File: src/rtl/contrast_stretch_ctrl.sv
// rtl/contrast_stretch_ctrl.sv - two-pass contrast-stretch sequencer feeding an 8-bit divider
module contrast_stretch_ctrl #(
  parameter int DATA_WIDTH = 8,
  parameter int NUM_PIXELS = 16384,
  parameter int CNT_WIDTH  = 15
) (
  input  logic                    clk_i_cs,
  input  logic                    rst_i_cs,
  input  logic                    start_i,
  input  logic [DATA_WIDTH-1:0]   pix_i,
  input  logic                    pix_valid_i,
  output logic                    pix_ready_o,
  output logic [DATA_WIDTH-1:0]   pix_o,
  output logic                    pix_valid_o,
  input  logic                    pix_ready_i,
  output logic                    div_en_o,
  output logic [DATA_WIDTH-1:0]   div_b_o,
  output logic [2*DATA_WIDTH-1:0] div_q_o,
  input  logic [DATA_WIDTH-1:0]   div_result_i,
  input  logic                    div_done_i,
  output logic [DATA_WIDTH-1:0]   min_o,
  output logic [DATA_WIDTH-1:0]   max_o,
  output logic                    busy_o,
  output logic                    frame_done_o
);

  localparam logic [CNT_WIDTH-1:0]    LAST_PIX = CNT_WIDTH'(NUM_PIXELS - 1);
  localparam logic [2*DATA_WIDTH-1:0] SCALE    = (2*DATA_WIDTH)'((2**DATA_WIDTH) - 1);

  typedef enum logic [3:0] {
    IDLE, SCAN, CALC, FETCH, DIV_REQ, DIV_WAIT, DIV_CLR, OUT, DONE
  } state_t;

  state_t                  state;
  logic [DATA_WIDTH-1:0]   min_r;
  logic [DATA_WIDTH-1:0]   max_r;
  logic [DATA_WIDTH-1:0]   range_r;
  logic [DATA_WIDTH-1:0]   diff;
  logic [CNT_WIDTH-1:0]    cnt;
  logic [2*DATA_WIDTH-1:0] dividend;
  logic                    accept;

  assign accept = pix_valid_i & pix_ready_o;

  // Out-of-range pass-2 pixels are clamped so the quotient can never exceed full scale.
  always_comb begin
    if (pix_i < min_r)
      diff = '0;
    else if (pix_i > max_r)
      diff = range_r;
    else
      diff = pix_i - min_r;
  end

  assign dividend = {{DATA_WIDTH{1'b0}}, diff} * SCALE;

  always_ff @(posedge clk_i_cs) begin
    if (rst_i_cs) begin
      state        <= IDLE;
      min_r        <= '1;
      max_r        <= '0;
      range_r      <= '0;
      cnt          <= '0;
      pix_ready_o  <= 1'b0;
      pix_o        <= '0;
      pix_valid_o  <= 1'b0;
      div_en_o     <= 1'b0;
      div_b_o      <= '0;
      div_q_o      <= '0;
      min_o        <= '0;
      max_o        <= '0;
      busy_o       <= 1'b0;
      frame_done_o <= 1'b0;
    end else begin
      frame_done_o <= 1'b0;
      case (state)
        IDLE: begin
          if (start_i) begin
            min_r       <= '1;
            max_r       <= '0;
            cnt         <= '0;
            pix_ready_o <= 1'b1;
            busy_o      <= 1'b1;
            state       <= SCAN;
          end
        end
        SCAN: begin
          if (accept) begin
            if (pix_i < min_r) min_r <= pix_i;
            if (pix_i > max_r) max_r <= pix_i;
            if (cnt == LAST_PIX) begin
              cnt         <= '0;
              pix_ready_o <= 1'b0;
              state       <= CALC;
            end else begin
              cnt <= cnt + CNT_WIDTH'(1);
            end
          end
        end
        CALC: begin
          range_r     <= max_r - min_r;
          min_o       <= min_r;
          max_o       <= max_r;
          pix_ready_o <= 1'b1;
          state       <= FETCH;
        end
        FETCH: begin
          if (accept) begin
            pix_ready_o <= 1'b0;
            // A flat frame has nothing to stretch; skip the divider entirely.
            if (range_r == '0) begin
              pix_o       <= '0;
              pix_valid_o <= 1'b1;
              state       <= OUT;
            end else begin
              div_q_o  <= dividend;
              div_b_o  <= range_r;
              div_en_o <= 1'b1;
              state    <= DIV_REQ;
            end
          end
        end
        DIV_REQ: begin
          div_en_o <= 1'b0;
          state    <= DIV_WAIT;
        end
        DIV_WAIT: begin
          if (div_done_i) begin
            pix_o <= div_result_i;
            state <= DIV_CLR;
          end
        end
        DIV_CLR: begin
          // The divider may hold done for two cycles; wait for it to fall.
          if (!div_done_i) begin
            pix_valid_o <= 1'b1;
            state       <= OUT;
          end
        end
        OUT: begin
          if (pix_ready_i) begin
            pix_valid_o <= 1'b0;
            if (cnt == LAST_PIX) begin
              cnt          <= '0;
              frame_done_o <= 1'b1;
              state        <= DONE;
            end else begin
              cnt         <= cnt + CNT_WIDTH'(1);
              pix_ready_o <= 1'b1;
              state       <= FETCH;
            end
          end
        end
        DONE: begin
          busy_o <= 1'b0;
          state  <= IDLE;
        end
        default: state <= IDLE;
      endcase
    end
  end

endmodule

File: config.mk
export PLATFORM = sky130hd
export DESIGN_NAME = contrast_stretch_ctrl
export DESIGN_NICKNAME = d
export VERILOG_FILES = /design/src/rtl/contrast_stretch_ctrl.sv
export SDC_FILE = /design/constraint.sdc
export NUM_CORES = 1
export LEC_CHECK = 0
export ABC_AREA = 1
export BUFFER_PORTS_ARGS = -buffer_cell sky130_fd_sc_hd__buf_2
export CAP_MARGIN = 15
export CORE_MARGIN = 1.5
export CORE_UTILIZATION = 45
export CTS_CLUSTER_SIZE = 30
export DETAILED_ROUTE_END_ITERATION = 10
export PLACE_DENSITY_LB_ADDON = 0.2
export SLEW_MARGIN = 30
export SYNTH_ARGS = -nofsm -noshare
export SYNTH_HDL_FRONTEND = slang
export SYNTH_SLANG_ARGS = --single-unit
File: constraint.sdc
create_clock -name clk_i_cs -period 6.05 [get_ports clk_i_cs]
set_input_delay 0.605 -clock clk_i_cs [delete_from_list [all_inputs] [get_ports clk_i_cs]]
set_output_delay 0.605 -clock clk_i_cs [all_outputs]
set_load 0.01 [all_outputs]
==> impl_metrics.tcl <==
set metrics [dict create \
    antenna_found_initial 0 \
    report.final.slew_viol_count 0 \
    wl_per_cell_um 13.5 \
    synth_top_family_by_area "simple AND/OR/NAND/NOR gates" \
    synth_top_area_share_pct 28.7 \
    cts-buffers-inserted 9 \
    max-vdd-ir-drop_uv 222 \
    cp-start-kind "register" \
    hpwlAfterDp_um 12200 \
    drtIter0Drc 371 \
    num_antenna_cells 0 \
    rsz0062_at_grt "false" \
    grt_pass1_vias 5535 \
    synth_mux_area_share_pct 0 \
    powerDensity_nw_per_um2 530 \
    root_buffer "clkbuf_16" \
    first_pass_iters 5 \
    hold_depth 2 \
    hp-class "reg -> reg" \
    synth_fa_ha_area_share_pct 20.6 \
    grt_use_total_pct 21.2 \
    ys_seq_elements 96 \
    p_sw_mw 2.00 \
    p_int_mw 2.00 \
    r2r.worst_path.cells 23 \
    htreeDepth 3 \
    seqPwrFrac_pct 21.4 \
    synth_cell_types 39 \
    gr-total-overflow 0 \
    setup_viol 0 \
    synthTopCellsByArea "dfxtp_1, ha_1, fa_1, nand2_1, inv_1" \
    fin_nets 1095 \
    utilization_pct 51.9 \
    grt_max_degree 66 \
    cts_tree "yes" \
    io_buffer_count 74 \
    worstReg2RegEnd "div_q_o[11]" \
    final_common_cell "nand2_1" \
    rrSetupSlack_ns 0.54 \
    die_h_um 125 \
    area_delta_synth_final_pct 12.6 \
    routed_wl_um 15800 \
    synth_compound_area_share_pct 14.8 \
    critPathMostFrequentCell "inv_1" \
    clock_sinks 96 \
    whs_endpoint "min_r[3]" \
    synth_xor_area_share_pct 2.74 \
    synth_area_per_cell_um2 7.36 \
    switching_share_pct 50.1 \
    via_per_inst 5.12 \
    critPathSlowestCell "fa_1" \
    drive_gt1_share_pct 14.2 \
    r2r_start "min_r[1]" \
    leakagePower_nw 3.86 \
    crit_fanout 5 \
    rows 44 \
    ios 75 \
    final_cell_mix "nand2_1, inv_1, dfxtp_1, a21oi_1, buf_2" \
    cts_setup_buffers 0 \
    synth_top_area_cell "dfxtp_1" \
    synth_cells 911 \
    ys_warn_count 0 \
    relSlewSlack_pct 57.1 \
    yosysSeqAreaShare_pct 28.7 \
    fin_worst_skew_ns 0.0101 \
    maxCapViolCount 0 \
    routabilityCongestion 0.921 \
    p_comb_share_pct 64.0 \
    postPlaceCellArea_um2 7250 \
    worstPathRequired_ns 6.28 \
    die_width_um 125 \
    hold_viol 0 \
    fin_area_um2 7550 \
    worstPathCellList "inv_1 -> ha_1 -> nand2_1 -> o21ai_0 -> a21oi_1 -> xor2_1 -> a21oi_1 -> buf_4 -> fa_1 -> inv_1 -> fa_1 -> inv_1 -> fa_1 -> inv_1 -> fa_1 -> inv_1 -> ha_1 -> a21oi_1 -> o21ai_0 -> a31oi_1 -> inv_1 -> nand2_1 -> a31oi_1" \
    synth-simple-area-share_pct 22.3 \
    postRouteAntennaNets 0 \
    vias 5985 \
    path_clk_slew_ns 0.07 \
    cts_max_path_buffers 2 \
    pwr-share-clk_pct 14.5 \
    critPathMaxStageDelay_ns 0.52 \
    die_area_um2 15600 \
    tns_ns 0 \
    initial_core_util_pct 46.1 \
    remaining_drc_errors 0 \
    syn_area_um2 6710 \
    min_from "min_r[3]" \
    insertion_delay_ns 0.35 \
    path_class "reg -> reg" \
    fin_crit_sh_pct 91.1 \
    fmax_ghz 0.181 \
    core-area_um2 14500 \
    syn_nets 1025 \
    grt_pass1_wl_um 27100 \
    finalCriticalPeriod_ns 5.51 \
    worstMarginPinSlew_ns 0.643 \
    worstPathArrival_ns 5.75 \
    end_kind "register" \
    status "finished clean" \
]
## timing repair
item	4_1_cts	5_1_grt
hold buffers	0	0
gates resized for setup	0	1
setup endpoints to repair	0	2
## through the flow
step                      instances  total power, mW  setup WS (ns)  hold slack (ns)
after floorplan                 911             2.81          0.240            0.429
after CTS                      1170             4.03          0.551            0.460
after global routing           1170             4.47         0.0660            0.483
after detailed placement       1154             3.42          0.237            0.442
final                          1170             4.00          0.537            0.457
after global placement         1154             3.41          0.282            0.438
## kinds of logic after synthesis
| group | after synthesis |
|---|---|
| and+or+nand+nor | 337 |
| AOI/OAI and AO/OA | 183 |
| buffers and inverters | 182 |
| DFF | 96 |
| adders and majority gates | 92 |
| xor gates and xnor gates | 21 |
## sequential cells by signal, indices dropped and copies added (netlist names)
signal / count
max_r: 8
pix_o: 8
max_o: 8
cnt: 15
min_r: 8
div_en_o: 1
state: 4
range_r: 8
frame_done_o: 1
busy_o: 1
div_q_o: 16
div_b_o: 8
pix_valid_o: 1
pix_ready_o: 1
min_o: 8
## how the worst max path moves through the flow
stage	startpoint	to	slack, ns	cells past startpoint
CTS	min_r[1]	div_q_o[11]	0.55	22
global placement	pix_i[0]	div_q_o[9]	0.28	23
detailed placement	pix_i[0]	div_q_o[11]	0.24	25
floorplan	pix_i[0]	div_q_o[14]	0.24	25
global route	min_r[1]	div_q_o[11]	0.07	23
finish	min_r[1]	div_q_o[11]	0.54	23
## synthesized netlist by cell type, drive strengths merged
cell type  number
nor3            4
a31oi           8
fa             31
dfxtp          96
nor2           77
nor3b           1
o21a            5
ha             61
nand3b          2
a22oi           8
xor2           11
a21oi          84
nand4          12
a21o            4
o22ai           1
clkbuf         14
o211ai          2
xnor2          10
nor4            2
o31ai           1
o21ai          67
o21bai          3
nand2         167
buf            10
nand3          65
inv           157
or2             7
clkinv          1
## worst max-delay path: cells and delay by family (launching register included)
kind / cells / cell delay, ns
AO/OA/AOI/OAI: 7 / 1.39
XOR/XNOR: 1 / 0.20
adder cells (fa/ha/maj): 6 / 2.65
buffers and inverters: 7 / 0.59
flip-flops: 1 / 0.45
AND/OR/NAND/NOR: 2 / 0.11
## area by class of cell
cell class              count  area [um2]
inverters                 158         603
flip-flops and latches     96        1920
repair buffers             83         438
clock buffers              10         229
multi-input cells         633        4060
clock inverters             6        68.8
well taps                 184         230
fillers                  1460        6980
## power groups by stage
stage               combinational, mW  sequential [mW]  clock, mW
floorplan                        1.95            0.864          0
global placement                 2.54            0.870          0
detailed placement               2.55            0.871          0
CTS                              2.58            0.857      0.598
global route                     2.97            0.873      0.623
finish                           2.56            0.859      0.581
## layer usage
metal,vias to the layer above,share of wire [%],GRT usage [%]
met5,-,0,0
li1,3092,-,-
met3,15,5.7,4.75
met4,0,1.1,5.08
met1,2714,51,30.9
met2,164,42,31.9
Power figures use the tool's default switching activity.
